===== config.mk =====
export PLATFORM = sky130hd
export DESIGN_NAME = alu_share_arbiter
export DESIGN_NICKNAME = d
export VERILOG_FILES = /design/src/rtl/alu_share_arbiter_pkg.sv /design/src/rtl/alu_rr_pick.sv /design/src/rtl/alu_share_arbiter.sv
export SDC_FILE = /design/constraint.sdc
export NUM_CORES = 1
export LEC_CHECK = 0
export ABC_CLOCK_PERIOD_IN_PS = 5300
export CORE_MARGIN = 8
export CORE_UTILIZATION = 43
export DETAILED_ROUTE_END_ITERATION = 16
export HOLD_SLACK_MARGIN = 0.15
export PLACE_DENSITY = 0.95
export SLEW_MARGIN = 40
export SYNTH_ARGS = -nofsm -noshare
export SYNTH_HDL_FRONTEND = slang
export SYNTH_SLANG_ARGS = --single-unit

===== constraint.sdc =====
create_clock -name clk -period 5.3 [get_ports clk]
set_clock_uncertainty 0.15 [all_clocks]
set_input_delay 0.53 -clock clk [delete_from_list [all_inputs] [get_ports clk]]
set_output_delay 0.53 -clock clk [all_outputs]
set_load 0.005 [all_outputs]

===== src/rtl/alu_share_arbiter_pkg.sv =====
// Shared ALU opcode/compare codes and the arbiter FSM state encoding.
// Imported by alu_share_arbiter and alu_rr_pick.
package alu_share_arbiter_pkg;

  localparam logic [3:0] ALUOP_ADD = 4'd0;
  localparam logic [3:0] ALUOP_SUB = 4'd1;
  localparam logic [3:0] ALUOP_OR  = 4'd2;
  localparam logic [3:0] ALUOP_LUI = 4'd3;

  localparam logic [2:0] CMPOP_BEQ = 3'd0;

  typedef enum logic [1:0] {
    ARB_IDLE = 2'd0,
    ARB_EXEC = 2'd1,
    ARB_RESP = 2'd2
  } arb_state_t;

endpackage


===== src/rtl/alu_rr_pick.sv =====
// Two-port grant picker. Ties go round-robin against last_grant, or always to
// port 0 when ALU_ARB_FIXED_PRIO_EN is defined.
module alu_rr_pick (
  input  logic valid0,
  input  logic valid1,
  input  logic last_grant,
  output logic grant_vld,
  output logic grant_id
);

  assign grant_vld = valid0 | valid1;

`ifdef ALU_ARB_FIXED_PRIO_EN
  logic unused_last_grant;
  assign unused_last_grant = last_grant;
  assign grant_id          = ~valid0;
`else
  // On a tie the port that did not win last time gets the ALU.
  assign grant_id = (valid0 & valid1) ? ~last_grant : valid1;
`endif

endmodule


===== src/rtl/alu_share_arbiter.sv =====
// Shares one ALU/compare unit between two requesters: IDLE -> EXEC -> RESP.
// Build option ALU_ARB_FIXED_PRIO_EN selects fixed port-0 priority on ties.
module alu_share_arbiter #(
  parameter int DW   = 32,
  parameter int OPW  = 4,
  parameter int CMPW = 3
) (
  input  logic            clk,
  input  logic            reset,
  input  logic            req0_valid,
  output logic            req0_ready,
  input  logic [DW-1:0]   req0_a,
  input  logic [DW-1:0]   req0_b,
  input  logic [OPW-1:0]  req0_aluop,
  input  logic [CMPW-1:0] req0_cmpop,
  input  logic            req1_valid,
  output logic            req1_ready,
  input  logic [DW-1:0]   req1_a,
  input  logic [DW-1:0]   req1_b,
  input  logic [OPW-1:0]  req1_aluop,
  input  logic [CMPW-1:0] req1_cmpop,
  output logic            resp_valid,
  input  logic            resp_ready,
  output logic [DW-1:0]   resp_data,
  output logic            resp_branch,
  output logic            resp_id,
  output logic [DW-1:0]   alu_a,
  output logic [DW-1:0]   alu_b,
  output logic [OPW-1:0]  alu_aluop,
  output logic [CMPW-1:0] alu_cmpop,
  input  logic [DW-1:0]   alu_res,
  input  logic            alu_branch,
  output logic            busy
);
  import alu_share_arbiter_pkg::*;

  arb_state_t      state, state_nxt;
  logic            last_grant;
  logic            grant_vld, grant_id;
  logic            load;
  logic [DW-1:0]   lat_a, lat_b;
  logic [OPW-1:0]  lat_aluop;
  logic [CMPW-1:0] lat_cmpop;

  alu_rr_pick u_pick (
    .valid0     (req0_valid),
    .valid1     (req1_valid),
    .last_grant (last_grant),
    .grant_vld  (grant_vld),
    .grant_id   (grant_id)
  );

  // NOTE: every always_comb output gets a default first so no path leaves it
  // unassigned, which would otherwise infer a latch.
  always_comb begin
    state_nxt = state;
    load      = 1'b0;
    case (state)
      ARB_IDLE: if (grant_vld) begin
        state_nxt = ARB_EXEC;
        load      = 1'b1;
      end
      ARB_EXEC: state_nxt = ARB_RESP;
      ARB_RESP: if (resp_ready) state_nxt = ARB_IDLE;
      default:  state_nxt = ARB_IDLE;
    endcase
  end

  // Ready is forced low while reset is asserted, even though IDLE with a valid
  // request would otherwise raise it.
  assign req0_ready = reset & load & ~grant_id;
  assign req1_ready = reset & load &  grant_id;
  assign resp_valid = (state == ARB_RESP);
  assign busy       = (state != ARB_IDLE);
  assign alu_a      = (state == ARB_EXEC) ? lat_a     : '0;
  assign alu_b      = (state == ARB_EXEC) ? lat_b     : '0;
  assign alu_aluop  = (state == ARB_EXEC) ? lat_aluop : '0;
  assign alu_cmpop  = (state == ARB_EXEC) ? lat_cmpop : '0;

  // NOTE: all state uses non-blocking assignments so every register samples
  // the pre-edge values; the operand latches are reset too because resp_id
  // and friends are visible outputs with defined reset values.
  always_ff @(posedge clk or negedge reset) begin
    if (!reset) begin
      state       <= ARB_IDLE;
      last_grant  <= 1'b1;
      lat_a       <= '0;
      lat_b       <= '0;
      lat_aluop   <= '0;
      lat_cmpop   <= '0;
      resp_data   <= '0;
      resp_branch <= 1'b0;
      resp_id     <= 1'b0;
    end else begin
      state <= state_nxt;
      if (load) begin
        lat_a     <= grant_id ? req1_a     : req0_a;
        lat_b     <= grant_id ? req1_b     : req0_b;
        lat_aluop <= grant_id ? req1_aluop : req0_aluop;
        lat_cmpop <= grant_id ? req1_cmpop : req0_cmpop;
        resp_id   <= grant_id;
`ifndef ALU_ARB_FIXED_PRIO_EN
        last_grant <= grant_id;
`endif
      end
      if (state == ARB_EXEC) begin
        resp_data   <= alu_res;
        resp_branch <= alu_branch;
      end
    end
  end

endmodule

Yosys cells after proc, flatten, opt, wreduce, memory -nomap -nowiden
Index checks and enable logic that the tools add are counted.
{"block": "op_classes", "n_eq_ne": 4, "muxes": 14, "n_bitwise": 7, "reduce_logical": 3}
{"operator": "32-bit two-way mux", "n": 4}
{"operator": "4-bit two-way mux", "n": 2}
{"operator": "3-bit two-way mux", "n": 2}
{"operator": "2-bit case mux with 3 select lines", "n": 1}
{"operator": "1-bit bitwise AND", "n": 4}
{"operator": "2-bit two-way mux", "n": 2}
{"operator": "1-bit two-way mux", "n": 3}
{"operator": "2-bit by 1-bit == test with 1-bit output (second input constant)", "n": 1}
{"operator": "2-bit == test (second input constant)", "n": 1}
{"operator": "2-bit logical NOT", "n": 1}
{"operator": "2-bit by 1-bit inequality test with 1-bit output (second input constant)", "n": 1}
{"operator": "2-bit inequality test (second input constant)", "n": 1}
{"operator": "1-bit inverter", "n": 2}
{"operator": "2-bit AND reduction", "n": 1}
{"operator": "2-bit nonzero test", "n": 1}
{"operator": "1-bit bitwise OR", "n": 1}
{"block": "word_totals", "regBits": 108, "output_inout_bits": 109}

Longest topological paths before layout
{"block": "depth", "ltp_word": 5, "mapped_depth": 5}

By module
A second synthesis with hierarchy kept.
{"block": "unflattened", "cells_unflattened": 394, "hier_area_um2": 5567.8}
{"module": "alu_share_arbiter", "n_inst": 1, "cells_per_inst": 392, "area_per_inst_um2": 5554.1, "seq_area_each_um2": 2703.8}
{"module": "alu_rr_pick", "n_inst": 1, "cells_per_inst": 2, "area_per_inst_um2": 13.8, "seq_area_each_um2": 0.0}

Worst setup path before layout
No wires, ideal clock.
{"block": "synth_timing", "kind": "register to output", "startpoint": "register state[1]", "endpoint": "output port req0_ready", "arrival_ns": 1.277, "setup_slack_ns": 3.343, "stages_incl_launch_ff": 6, "path_buffers": 2, "path_cell_list": "dfrtp_1 > nor2_1 > o21a_1 > buf_2 > buf_2 > and3_1"}
{"block": "synth_via", "elab_chain_len": 4}
{"element": "from (decl)", "line": "alu_share_arbiter.sv:37", "text": "arb_state_t state, state_nxt;"}
{"element": "from (signal assigned)", "line": "alu_share_arbiter.sv:95", "text": "state <= state_nxt;"}
{"element": "2-bit logical NOT", "line": "alu_share_arbiter.sv:58", "text": "case (state)"}
{"element": "1-bit two-way mux", "line": "alu_share_arbiter.sv:58"}
{"element": "1-bit bitwise AND (2 in a row)", "line": "alu_share_arbiter.sv:71", "text": "assign req0_ready = reset & load & ~grant_id;"}
{"element": "to (decl)", "line": "alu_share_arbiter.sv:11", "text": "output logic req0_ready,"}
No other way between the ends.

Worst setup path after layout
{"block": "layout_timing", "startpoint": "input port req0_valid", "endpoint": "output port req0_ready"}
{"block": "layout_via", "elab_chain_len": 5}
{"element": "from (decl)", "line": "alu_share_arbiter.sv:10", "text": "input logic req0_valid,"}
{"element": "1-bit bitwise OR", "line": "alu_rr_pick.sv:11", "text": "assign grant_vld = valid0 | valid1;"}
{"element": "1-bit two-way mux", "line": "alu_share_arbiter.sv:59", "text": "ARB_IDLE: if (grant_vld) begin"}
{"element": "1-bit two-way mux", "line": "alu_share_arbiter.sv:58"}
{"element": "1-bit bitwise AND", "line": "alu_share_arbiter.sv:71"}
{"element": "1-bit bitwise AND (*)", "line": "alu_share_arbiter.sv:71"}
Every way passes the cells marked *; elsewhere a longest branch is shown, timed or not.

==> results.md <==
* Instance count on the critical path at 4
* WP buf/inv at 2
* DP Cell Count at 835
* Antenna viol nets, final at 0
* Non-Filler Instances at approximately 850
* Worst-path clk slew at roughly 70 ps
* Synth top area cells: dfrtp_1 48%, mux2_2 24%, mux2_4 15%
* CTS Sinks at approximately 110
* Top-area cell type share of the netlist area at between 40% and 50%
* Die area at approximately 0.017 mm²
* Final Power at about 4.3 mW
* Fmax at roughly 0.32 GHz
* Slew @ Worst Pin at 711.8 ps
* Tcrit/Tclk final at between 50% and 60%
* Antenna violations before repair at 0
* Crit. End Element: primary output
* Peak supply drop at about 0.26 mV
* Share of cells above drive strength 1 at ~30%
* Final net count at approximately 860
* CP Data Arrival Time at approximately 2400 ps
* Status: completed
* Most common cell after layout, fill and taps aside: clkdlybuf4s50_1
* Avg Inst Size Synth at between 10 and 15 µm²
* DR WL/cell at around 20 µm
* Die width at around 130 µm
* Most frequent cells in the layout: 287 x clkdlybuf4s50_1, 118 x mux2_2, 107 x dfrtp_1
* Syn Nets at 577
* Setup CP Type: in2out
* CP Max Fanout at 35
* Root buffer cell: clkbuf_16
* Global-route wire length before repair at 25,880 µm
* CP most frequent cell: clkdlybuf4s50_1
* Detailed-route DRC error count at 0
* Clk_lat worst skew at 340 ps
* Setup violations, final at 0
* Vias per cell at slightly below 5
* Cell chain of the critical path: clkdlybuf4s50_1, a21bo_4, and3_1, clkdlybuf4s50_1
* Hold depth at 1
* Mapped Cells at approximately 400
* Vias at between 4,000 and 5,000
* Slowest stage delay, CP at around 580 ps
* CTS Buffer Depth at 2
* Dpl hpwl at 13,370 µm
* I/O Buffers at around 290
* Synth unique cells at 20
* Post-synthesis sequential area ratio at 48.25%
* GRT Overall Usage at a little under 20%
* Vias in the first global route at ~4,800
* Initial core utilization at between 40 and 50%
* FP Rows at between 40 and 50
* Final TNS setup at 0 ps
* CORE AREA at roughly 0.013 mm²
* Register bit total from synthesis at approximately 110
* Die Y at roughly 130 µm
* Slowest-stage cell, CP: a21bo_4
* Worst path top cell family by delay: buffers and inverters
* Total grt overflow at 0
* H-Tree Depth at 3
* Final Util at a little over two thirds
* Hold WC Path Type: reg2reg
* Max-cap violations at 0
* Hold WS at between 300 and 400 ps
* RSZ-0062 raised after global routing: no
* Worst path required time at 4620 ps
* Crit start category: input port
* Min Tclk post-route at about 3100 ps
* PostCTS Resize Cnt at 0
* R2r worst-path depth at 4
* Pre-Repair DR Iteration Count at 6
* Slew margin rel. at ~53%
* Synth area leader: dfrtp_1
* Largest net degree at the start of global routing at between 70 and 80
* Yosys Warn Count at 0
* Num ports at 289
* RD Place Congestion at 0.8652
* Total CTS buffers at 9
* Final slew viol count at 0
* Final wirelength at about 17,000 µm
* Synth Cell Area at 0.005604 mm²
* Final hold vios at 0
* Pwr per Cell Area at between 400 and 500 mW/mm²
* Area Growth Syn to Fin at 59.10%
* Ant. Diodes at 0
* CTS tree: built
* Reg2reg setup slack at 2510 ps
* Initial DRC count at approximately 140
* Leak at around 3.8 nW
repair_timing:
action,in CTS,in global routing
hold buffers,1,0
buffers inserted,0,0
hold endpoints to repair,54,0
power breakdown:
group | switching, mW | internal, mW
Clock | 0.298 | 0.375
Sequential | 0.208 | 1.26
Combinational | 0.760 | 1.43
layout make-up:
type	instances	area, µm²
inverters	4	15.01
flip-flops and latches	108	2704
well taps	172	215.2
fillers	862	3755
clock inverters	5	52.55
multi-input cells	257	2720
clock buffers	10	239.0
repair buffers	295	2970
per-layer routing:
metal,up-vias,track usage (%),share of wire (%)
met2,203,35.04,50
li1,1915,-,-
met3,29,6.650,10
met5,-,0,0
met1,2064,21.42,37
met4,0,8.265,2.5
cells in the mapped netlist:
cell type  instances
a21oi_1            1
and2_1            71
buf_6              7
a21bo_2            1
buf_4              5
inv_1              4
nor2_1             1
mux2_2           118
o21a_1             1
o22ai_1            1
nor2b_1            2
dfrtp_1          107
clkbuf_1           8
a31oi_1            1
dfstp_2            1
a21o_1             1
buf_2              8
mux2_4            57
and3_1             1
nor3_1             1
flip-flops by register name (all words and copies together) (netlist names):
signal       count
lat_a           32
lat_b           32
resp_data       32
lat_aluop        4
lat_cmpop        3
state            2
last_grant       1
resp_branch      1
resp_id          1
path summary, 6_finish.rpt:
kind,startpoint,to
max,req0_valid,req0_ready
min,lat_a[23]$_DFFE_PN0P_,lat_a[23]$_DFFE_PN0P_
max reg2reg,last_grant$_DFFE_PN1P_,lat_cmpop[1]$_DFFE_PN0P_
min reg2reg,lat_a[23]$_DFFE_PN0P_,lat_a[23]$_DFFE_PN0P_
max in group asynchronous,reset,state[1]$_DFFE_PN0P_
min in group asynchronous,reset,resp_data[6]$_DFFE_PN0N_
stage by stage:
stage,worst slack (ps),cell area [µm²]
floorplan,3344,5604
global placement,2021,8577
detailed placement,1959,8611
CTS,2061,8912
global route,2105,8916
finish,2195,8916
kinds of logic (layout without fill, tap and decap cells):
kind of cell	Yosys count	in the layout	share of synthesized area, %
compound gates	6	6	0.7593
buf+inv	32	314	3.595
flops	108	108	48.25
mux	175	175	38.98
simple gates	76	76	8.417
Power figures use the tool's default switching activity.
